**src/rtl/mux4_rr_ctrl.sv**
```systemverilog
// Round-robin arbiter and capture stage in front of an external 8-bit 4:1 mux.
// Define FIXED_PRIO_EN for a fixed-priority pick (channel 0 highest) instead of round-robin.
module mux4_rr_ctrl #(
    parameter int unsigned WIDTH = 8
) (
    input  logic             clk,
    input  logic             rst,
    input  logic [3:0]       req,
    input  logic [WIDTH-1:0] mux_out,
    output logic [1:0]       sel,
    output logic [3:0]       ack,
    output logic [WIDTH-1:0] dout,
    output logic             dout_valid,
    input  logic             dout_ready
);

    typedef enum logic [1:0] {
        StIdle,
        StSelect,
        StHold
    } state_e;

    state_e           state_q, state_d;
    logic [1:0]       sel_q, sel_d;
    logic [1:0]       grant_q, grant_d;
    logic [3:0]       ack_q, ack_d;
    logic [WIDTH-1:0] dout_q, dout_d;
    logic             valid_q, valid_d;
    logic             capture;
    logic [1:0]       pick;

`ifdef FIXED_PRIO_EN
    always_comb begin
        pick = 2'd0;
        for (int i = 3; i >= 0; i--) begin
            if (req[i]) begin
                pick = 2'(i);
            end
        end
    end
`else
    logic [1:0] last_q, last_d;
    logic [1:0] idx;

    // Scan from farthest to nearest so the first requester after last_q wins.
    always_comb begin
        pick = last_q;
        idx  = last_q;
        for (int k = 4; k >= 1; k--) begin
            idx = last_q + 2'(k);
            if (req[idx]) begin
                pick = idx;
            end
        end
    end

    always_comb begin
        last_d = capture ? grant_q : last_q;
    end

    always_ff @(posedge clk) begin
        if (rst) begin
            last_q <= 2'd3;
        end else begin
            last_q <= last_d;
        end
    end
`endif

    always_comb begin
        state_d = state_q;
        sel_d   = sel_q;
        grant_d = grant_q;
        ack_d   = 4'b0000;
        dout_d  = dout_q;
        valid_d = valid_q;
        capture = 1'b0;
        unique case (state_q)
            StIdle: begin
                if (|req) begin
                    sel_d   = pick;
                    grant_d = pick;
                    state_d = StSelect;
                end
            end
            StSelect: begin
                // The channel may have withdrawn while the mux was settling.
                if (req[grant_q]) begin
                    dout_d  = mux_out;
                    valid_d = 1'b1;
                    ack_d   = 4'b0001 << grant_q;
                    capture = 1'b1;
                    state_d = StHold;
                end else begin
                    state_d = StIdle;
                end
            end
            StHold: begin
                if (dout_ready) begin
                    valid_d = 1'b0;
                    if (|req) begin
                        sel_d   = pick;
                        grant_d = pick;
                        state_d = StSelect;
                    end else begin
                        state_d = StIdle;
                    end
                end
            end
            default: begin
                state_d = StIdle;
            end
        endcase
    end

    always_ff @(posedge clk) begin
        if (rst) begin
            state_q <= StIdle;
            sel_q   <= 2'd0;
            grant_q <= 2'd0;
            ack_q   <= 4'b0000;
            dout_q  <= '0;
            valid_q <= 1'b0;
        end else begin
            state_q <= state_d;
            sel_q   <= sel_d;
            grant_q <= grant_d;
            ack_q   <= ack_d;
            dout_q  <= dout_d;
            valid_q <= valid_d;
        end
    end

    assign sel        = sel_q;
    assign ack        = ack_q;
    assign dout       = dout_q;
    assign dout_valid = valid_q;

endmodule

```
**config.mk**
```make
export PLATFORM = sky130hd
export DESIGN_NAME = mux4_rr_ctrl
export DESIGN_NICKNAME = d
export VERILOG_FILES = /design/src/rtl/mux4_rr_ctrl.sv
export SDC_FILE = /design/constraint.sdc
export NUM_CORES = 1
export LEC_CHECK = 0
export CAP_MARGIN = 0
export CORE_MARGIN = 5
export CORE_UTILIZATION = 41
export CTS_CLUSTER_SIZE = 28
export DETAILED_ROUTE_END_ITERATION = 10
export PLACE_DENSITY = 0.82
export SLEW_MARGIN = 10
export SYNTH_ARGS = -nofsm -noshare
export SYNTH_HDL_FRONTEND = slang
export SYNTH_SLANG_ARGS = --single-unit
export TNS_END_PERCENT = 20
```
**constraint.sdc**
```tcl
create_clock -name clk -period 1.71 [get_ports clk]
set_input_delay 0.342 -clock clk [delete_from_list [all_inputs] [get_ports clk]]
set_output_delay 0.342 -clock clk [all_outputs]
set_load 0.03 [all_outputs]
```
==> impl_metrics.env, run 1 <==
export IMPL_outcome="complete, no violations"
export IMPL_hold_viol=0
export IMPL_ys_ff_latch=19
export IMPL_remaining_drc_errors=0
export IMPL_ios=30
export IMPL_power_frac_comb=0.276
export IMPL_antenna_left=0
export IMPL_finalCriticalPeriod_ns=1.66
export IMPL_grt_overflow=0
export IMPL_pwr_share_seq=0.503
export IMPL_cts_root_buf="clkbuf_4"
export IMPL_fin_nets=134
export IMPL_synth_top_area_cell="dfxtp_1"
export IMPL_async_reset_ff_frac=0
export IMPL_gp_congestion=0.850
export IMPL_grt_pass1_wl_mm=2.93
export IMPL_totalWireLength_mm=1.82
export IMPL_initial_utilization=0.442
export IMPL_worst_setup_path_type="flop to primary output"
export IMPL_die_h_um=53.6
export IMPL_antennaDiodeCount=0
export IMPL_final_area_mm2=0.00117
export IMPL_slew_headroom=0.779
export IMPL_synth_edf_count=0
export IMPL_cts_sinks=19
export IMPL_firstDrtPassIters=4
export IMPL_stdcell_count=143
export IMPL_clkPwrFrac=0.221
export IMPL_area_delta_synth_final_pct=49.9
export IMPL_path_cells="clkdlybuf4s50_1"
export IMPL_placed_cell_area_mm2=0.00113
export IMPL_switching_power_w=0.000296
export IMPL_core_area_mm2=0.00176
export IMPL_max_cap_violations=0
export IMPL_synth_avg_cell_area_um2=9.39
export IMPL_max_vdd_ir_drop_uv=666
export IMPL_worst_path_max_delay_cell="clkdlybuf4s50_1"
export IMPL_cts_buffers=3
export IMPL_clk_latency_ns=0.29
export IMPL_netlist_area_um2=779
export IMPL_p_per_area_mw_per_mm2=857
export IMPL_yosys_warnings=0
export IMPL_die_w_um=53.6
export IMPL_ff2ff_setup_slack_ns=0.22
export IMPL_cts_tree="built"
export IMPL_synth_common_cells="dfxtp_1, nor2_1, mux2i_1"
export IMPL_p_int_w=0.000707
export IMPL_setup_violations=0
export IMPL_postCtsSetupRepairBufs=0
export IMPL_synth_fp_nets=98
export IMPL_total_power_w=0.00100
export IMPL_cp_required_ns=1.37
export IMPL_p_leak_nw=0.529
export IMPL_grt_pass1_vias=764
export IMPL_fmaxAchievable_mhz=604
export IMPL_cts_htree_levels=1
export IMPL_worstMarginPinSlew_ns=0.331
export IMPL_grt_use_total=0.139
export IMPL_antenna_found_initial=0
export IMPL_synth_most_common_cell="dfxtp_1"
export IMPL_crit_family="buffers and inverters"
export IMPL_wl_per_cell_um=12.7
export IMPL_holdCritPathClass="flop to flop"
export IMPL_via_count=715
export IMPL_dpl_hpwl_mm=1.43
export IMPL_synthFlopType="dfxtp_1"
export IMPL_cts_clk_slew_worst_paths_ns=0.10
export IMPL_syn_inst=83
export IMPL_placed_cells=139
export IMPL_synth_cell_types=25
export IMPL_grt_max_degree=17
export IMPL_crit_path_max_incr_delay_ns=0.68
export IMPL_rsz0062_at_grt="false"
export IMPL_report_final_slew_viol_count=0
export IMPL_drt_iter0_drc=12
export IMPL_path_buf_inv=1
export IMPL_synth_area_top_cells="dfxtp_1, mux2i_1, nor2_1, inv_1, a21oi_1"
export IMPL_cp_arrival_ns=1.31
export IMPL_viasPerCell=5.00
export IMPL_yosysSeqAreaShare=0.488
export IMPL_period_share=0.969
export IMPL_startpoint_type="flop"
export IMPL_utilization=0.662
export IMPL_ctsHoldBuffers=0
export IMPL_rows=15
export IMPL_end_kind="primary output"
export IMPL_netlist_area_leader_share=0.488
export IMPL_clk_path_buf_depth=2
export IMPL_switching_share=0.295
export IMPL_portBuffers=29
export IMPL_die_area_mm2=0.00287
export IMPL_fin_hold_ws_ns=0.497
export IMPL_drive_gt1_frac=0.110
export IMPL_worst_path_max_fanout=2
export IMPL_skew_ns=0.000419
final cells by class:
class / instances / area [µm²]
inverter: 6 / 22.5
fill: 153 / 596
tap: 25 / 31.3
multi-input combinational: 54 / 353
clock buffer: 4 / 26.3
timing repair buffer: 35 / 355
sequential: 19 / 380
cells by family (layout without fill, tap and decap cells):
family | Yosys count | after routing | synth area share
AOI/OAI and AO/OA | 15 | 15 | 0.138
buffers and inverters | 10 | 45 | 0.0594
DFF | 19 | 19 | 0.488
muxes | 10 | 10 | 0.128
and+or+nand+nor | 29 | 29 | 0.186
layer usage:
layer  global-route usage  routed length [µm]  vias up  part of all wire
met5                    0                   0        -                 0
met4               0.0553                  18        0            0.0099
li1                     -                   -      358                 -
met2                0.257                 882       32              0.48
met1                0.134                 749      323              0.41
met3               0.0582                 169        2             0.093
sequential cells by signal, summed over array words and instances, names as in the netlist:
signal      flops
last_q          2
state_q         2
dout_valid      1
dout            8
grant_q         2
ack             4
placed cells by master (no fill, tap or decap), types with 3 or more instances in the layout:
cell              n
a21oi_1           4
buf_4             5
clkbuf_4          3
clkdlybuf4s50_1  23
dfxtp_1          19
dlymetal6s2s_1    4
inv_1             6
mux2i_1          10
nand2_1           3
nor2_1           16
nor3_1            3
o22ai_1           3
per-stage QoR:
step,setup TNS [ns],worst slack (ns)
2_1_floorplan,0,0.128
3_3_place_gp,-0.0318,-0.0173
3_5_place_dp,-0.140,-0.0313
4_1_cts,0,0.0215
5_1_grt,0,0.00216
6_report,0,0.0537
final timing paths:
path,startpoint,end,depth (start not counted)
worst min register to register,dout_valid,dout_valid,2
worst min-delay path,dout_valid,dout_valid,2
worst max register to register,grant_q[1],dout[5],5
worst max-delay path,dout[2],dout[2],1
power by group through the flow:
stage,clock network (W),registers (W),logic [W]
2_1_floorplan,0,0.000552,0.000118
6_report,0.000222,0.000504,0.000277
3_3_place_gp,0,0.000513,0.000275
3_5_place_dp,0,0.000514,0.000281
5_1_grt,0.000254,0.000509,0.000294
4_1_cts,0.000228,0.000504,0.000279
repair_timing:
item                                    CTS  global route
pin swaps                                 0             0
endpoints found under the setup margin    2             4
gates resized for setup                   2             4
(Power assumes the default switching activity.)
==> inputs of run 2 (changes only) <==
CTS_BUF_LIST = sky130_fd_sc_hd__clkbuf_16   (was unset)
MAX_ROUTING_LAYER = met4   (was unset)
==> run 2 against run 1 <==
Against the previous run:
- sequential power hardly changed
- final cell count unchanged
- design area grew 4.0%
- register-to-register slack is essentially flat
- sequential share of layout area shrank 1.2 points
- die area did not move
- utilization increased by 2.6 points
- non-clock buffer count is the same
==> impl_metrics.env, run 2 (synthesized netlist as in run 1, its figures left out) <==
export IMPL_wl_per_cell_um=13.8
export IMPL_max_vdd_ir_drop_uv=690
export IMPL_setup_ws_ns=0.0974
export IMPL_switching_share=0.258
export IMPL_total_power_w=0.00125
export IMPL_worstMarginPinSlew_ns=0.325
export IMPL_die_w_um=53.6
export IMPL_r2r_cells=5
export IMPL_routed_top_layer="met4"
export IMPL_via_count=735
export IMPL_largest_reg_flops=8
export IMPL_layout_common_cells="clkdlybuf4s50_1, dfxtp_1, nor2_1"
export IMPL_wl_met3_um=162
export IMPL_ff2ff_setup_slack_ns=0.21
export IMPL_antenna_left=0
export IMPL_grt_pass1_wl_mm=3.23
export IMPL_worst_path_max_delay_cell="clkdlybuf4s50_1"
export IMPL_p_leak_nw=0.497
export IMPL_ctsHoldBuffers=0
export IMPL_ios=30
export IMPL_pwr_share_seq=0.403
export IMPL_gp_congestion=0.864
export IMPL_drive_gt1_frac=0.110
export IMPL_power_frac_comb=0.227
export IMPL_antennaDiodeCount=0
export IMPL_hold_viol=0
export IMPL_cp_required_ns=1.37
export IMPL_slew_headroom=0.783
export IMPL_cts_buffers=3
export IMPL_cts_root_buf="clkbuf_16"
export IMPL_min_delay_worst_endpoint="dout_valid"
export IMPL_setup_violations=0
export IMPL_clk_latency_ns=0.25
export IMPL_cp_arrival_ns=1.27
export IMPL_fmaxAchievable_mhz=620
export IMPL_startpoint_type="flop"
export IMPL_r2r_end="dout[5]"
export IMPL_totalWireLength_mm=1.98
export IMPL_cts_tree="built"
export IMPL_crit_path_max_incr_delay_ns=0.68
export IMPL_stdcell_count=143
export IMPL_grt_use_total=0.158
export IMPL_initial_utilization=0.442
export IMPL_rows=15
export IMPL_worst_path_max_fanout=2
export IMPL_place_ws_ns=-0.0313
export IMPL_holdCritPathClass="flop to flop"
export IMPL_worst_setup_path_type="flop to primary output"
export IMPL_clkPwrFrac=0.370
export IMPL_remaining_drc_errors=0
export IMPL_cts_htree_levels=1
export IMPL_firstDrtPassIters=4
export IMPL_report_final_slew_viol_count=0
export IMPL_skew_ns=0.00205
export IMPL_reg2reg_from="grant_q[1]"
export IMPL_cp_num_cells=1
export IMPL_area_delta_synth_final_pct=55.9
export IMPL_end_kind="primary output"
export IMPL_cts_clk_slew_worst_paths_ns=0.05
export IMPL_final_common_cell="clkdlybuf4s50_1"
export IMPL_crit_family="buffers and inverters"
export IMPL_grt_overflow=0
export IMPL_core_area_mm2=0.00176
export IMPL_max_cap_violations=0
export IMPL_die_h_um=53.6
export IMPL_dpl_hpwl_mm=1.43
export IMPL_antenna_found_initial=0
export IMPL_wl_met2_um=982
export IMPL_period_share=0.943
export IMPL_switching_power_w=0.000324
export IMPL_viasPerCell=5.14
export IMPL_cts_sinks=19
export IMPL_portBuffers=29
export IMPL_outcome="complete, no violations"
export IMPL_fin_nets=134
export IMPL_wl_met1_um=788
export IMPL_p_per_area_mw_per_mm2=1030
export IMPL_grt_max_degree=17
export IMPL_finalCriticalPeriod_ns=1.61
export IMPL_rsz0062_at_grt="false"
export IMPL_clk_path_buf_depth=2
export IMPL_utilization=0.689
export IMPL_hold_start="dout_valid"
export IMPL_fillers=148
export IMPL_p_int_w=0.000931
export IMPL_drt_iter0_drc=23
export IMPL_placed_cells=139
export IMPL_path_buf_inv=1
export IMPL_grt_pass1_vias=802
export IMPL_die_area_mm2=0.00287
export IMPL_hold_path_cell_count=2
export IMPL_path_cells="clkdlybuf4s50_1"
==> run 2: area by class of cell <==
type	instances	area (µm²)	area share
multi-input cells	54	353	0.290
clock buffers	3	75.1	0.0618
clock inverters	1	3.75	0.00309
well taps	25	31.3	0.0257
inverters	6	22.5	0.0185
flip-flops and latches	19	380	0.313
repair buffers	35	349	0.287
==> run 2: power by group through the flow <==
stage | registers (W) | logic (W) | clock network, W
after floorplan | 0.000552 | 0.000118 | 0
after global placement | 0.000513 | 0.000275 | 0
after detailed placement | 0.000514 | 0.000281 | 0
after CTS | 0.000505 | 0.000284 | 0.000475
after global routing | 0.000510 | 0.000303 | 0.000500
final | 0.000506 | 0.000285 | 0.000464
==> run 2: worst max path at each step <==
stage / from / end
after floorplan: grant_q[0] / dout[1]
after global placement: req[1] / grant_q[1]
after detailed placement: req[0] / grant_q[0]
after CTS: grant_q[0] / sel[0]
after global routing: dout[3] / dout[3]
final: dout[3] / dout[3]
==> run 2: stage by stage <==
step	hold slack (ns)	area, µm²	TNS [ns]
after global routing	0.533	1210	0
after floorplan	0.465	779	0
after global placement	0.471	1130	-0.0318
after CTS	0.490	1210	0
final	0.483	1210	0
after detailed placement	0.479	1130	-0.140
==> run 2: worst register-to-register path: cells and delay by family, from the launching register on <==
family | cells | cell delay, ns
flip-flops | 1 | 0.37
buffers and inverters | 1 | 0.17
AND/OR/NAND/NOR | 2 | 0.49
multiplexers | 1 | 0.19
AO/OA/AOI/OAI | 1 | 0.16
==> run 2: what timing repair did <==
action                     in CTS  in global routing
buffers inserted                0                  0
pin swaps                       0                  0
setup endpoints to repair       1                  1
resized for setup               1                  1
==> run 2: metal layers <==
layer  global-route usage  vias up
met5                    -        -
met4               0.0766        0
met3               0.0277        5
met2                0.290       41
met1                0.159      329
li1                     -      360
==> inputs of run 3 (changes only) <==
GPL_TIMING_DRIVEN = 0   (was unset)
==> run 3 against run 2 <==
Against the previous run:
- design area is 3.2% lower
- critical path depth rose by 4
- non-clock buffer count decreased by 2
- wire length decreased by 4.0%
- via count grew 0.27%
- clock power decreased by 1%
- register-to-register slack hardly changed
- largest power group unchanged
==> impl_metrics.env, run 3 (synthesized netlist as in run 1, its figures left out) <==
export IMPL_outcome="complete, no violations"
export IMPL_initial_utilization=0.442
export IMPL_final_common_cell="clkdlybuf4s50_1"
export IMPL_max_vdd_ir_drop_uv=695
export IMPL_cts_sinks=19
export IMPL_grt_use_total=0.146
export IMPL_cts_htree_levels=1
export IMPL_clk_path_buf_depth=2
export IMPL_cts_buffers=3
export IMPL_rsz0062_at_grt="false"
export IMPL_worstMarginPinSlew_ns=0.414
export IMPL_totalWireLength_mm=1.90
export IMPL_slew_headroom=0.724
export IMPL_clk_latency_ns=0.25
export IMPL_drive_gt1_frac=0.0862
export IMPL_worst_setup_path_type="input port to flop"
export IMPL_final_area_mm2=0.00118
export IMPL_remaining_drc_errors=0
export IMPL_antenna_found_initial=0
export IMPL_core_area_mm2=0.00176
export IMPL_period_share=0.965
export IMPL_path_buf_inv=1
export IMPL_drt_iter0_drc=14
export IMPL_die_area_mm2=0.00287
export IMPL_via_count=737
export IMPL_antenna_left=0
export IMPL_grt_pass1_wl_mm=2.98
export IMPL_clkPwrFrac=0.372
export IMPL_area_delta_synth_final_pct=50.9
export IMPL_rows=15
export IMPL_worst_path_max_fanout=6
export IMPL_path_cells="clkdlybuf4s50_1 -> nor2_1 -> a221o_1 -> a211o_1 -> a21oi_1"
export IMPL_fmaxAchievable_mhz=606
export IMPL_hold_viol=0
export IMPL_largest_reg_flops=8
export IMPL_placed_cell_area_mm2=0.00109
export IMPL_portBuffers=28
export IMPL_setup_ws_ns=0.0601
export IMPL_cts_clk_slew_worst_paths_ns=0.05
export IMPL_crit_path_max_incr_delay_ns=0.60
export IMPL_p_leak_nw=0.463
export IMPL_cp_arrival_ns=1.82
export IMPL_dpl_hpwl_mm=1.41
export IMPL_switching_share=0.255
export IMPL_holdCritPathClass="input port to flop"
export IMPL_p_int_w=0.000918
export IMPL_grt_max_degree=11
export IMPL_pwr_share_seq=0.409
export IMPL_ctsHoldBuffers=0
export IMPL_worst_path_max_delay_cell="clkdlybuf4s50_1"
export IMPL_power_frac_comb=0.219
export IMPL_gp_congestion=0.835
export IMPL_layout_common_cells="clkdlybuf4s50_1, dfxtp_1, nor2_1"
export IMPL_p_per_area_mw_per_mm2=1050
export IMPL_switching_power_w=0.000313
export IMPL_die_w_um=53.6
export IMPL_report_final_slew_viol_count=0
export IMPL_skew_ns=0.00171
export IMPL_grt_overflow=0
export IMPL_grt_pass1_vias=722
export IMPL_startpoint_type="input port"
export IMPL_end_kind="flop"
export IMPL_setup_violations=0
export IMPL_wl_per_cell_um=13.5
export IMPL_finalCriticalPeriod_ns=1.65
export IMPL_place_ws_ns=-0.228
export IMPL_cts_tree="built"
export IMPL_stdcell_count=141
export IMPL_fillers=153
export IMPL_fin_nets=132
export IMPL_antennaDiodeCount=0
export IMPL_cp_required_ns=1.88
export IMPL_die_h_um=53.6
export IMPL_max_cap_violations=0
export IMPL_crit_family="compound AO/OA/AOI/OAI gates"
export IMPL_firstDrtPassIters=4
export IMPL_cts_root_buf="clkbuf_16"
export IMPL_placed_cells=136
export IMPL_ios=30
export IMPL_viasPerCell=5.23
==> run 3: power groups by stage <==
stage | sequential (W) | combinational [W] | clock (W)
floorplan | 0.000552 | 0.000118 | 0
global placement | 0.000509 | 0.000259 | 0
detailed placement | 0.000511 | 0.000266 | 0
CTS | 0.000503 | 0.000267 | 0.000471
global route | 0.000506 | 0.000289 | 0.000489
finish | 0.000504 | 0.000270 | 0.000458
==> run 3: layer usage <==
metal,GRT usage,share of wire
met1,0.159,0.44
met2,0.261,0.48
met3,0.0166,0.064
met4,0.0723,0.019
met5,-,0
==> run 3: repair_timing <==
action / CTS / global route
setup endpoints to repair: 1 / 6
gates resized for setup: 1 / 0
setup buffers: 0 / 1
hold endpoints to repair: 0 / 0
pin swaps: 0 / 1
==> run 3: final cells by class <==
type	instances	area, µm²	share of cell area
buffer	4	23.8	0.0202
clock inverter	1	3.75	0.00319
timing repair buffer	29	287	0.244
multi-input combinational	54	353	0.300
inverter	6	22.5	0.0191
sequential	19	380	0.323
clock buffer	3	75.1	0.0638
tap	25	31.3	0.0266
==> run 3: worst register-to-register path, delay by kind of cell, from the launching register on <==
kind | cells | cell delay [ns]
muxes | 1 | 0.19
and+or+nand+nor | 2 | 0.48
AOI/OAI and AO/OA | 1 | 0.14
buffers and inverters | 1 | 0.18
DFF | 1 | 0.38
==> run 3: stage by stage <==
| stage | total power (W) | utilization | hold WS (ns) | TNS, ns |
|---|---|---|---|---|
| after floorplan | 0.000670 | - | 0.465 | 0 |
| after global placement | 0.000768 | 0.618 | 0.471 | -1.55 |
| after detailed placement | 0.000777 | 0.618 | 0.482 | -1.95 |
| after CTS | 0.00124 | 0.662 | 0.440 | 0 |
| after global routing | 0.00128 | 0.667 | 0.477 | 0 |
| final | 0.00123 | 0.667 | 0.433 | 0 |
==> run 3: worst paths after layout <==
| kind | start | end | cells past startpoint | slack (ns) |
|---|---|---|---|---|
| max reg2reg | grant_q[1] | dout[1] | 5 | 0.20 |
| min | rst | dout_valid | 2 | 0.43 |
| max | req[3] | grant_q[1] | 5 | 0.06 |
| min reg2reg | dout[7] | dout[7] | 2 | 0.49 |
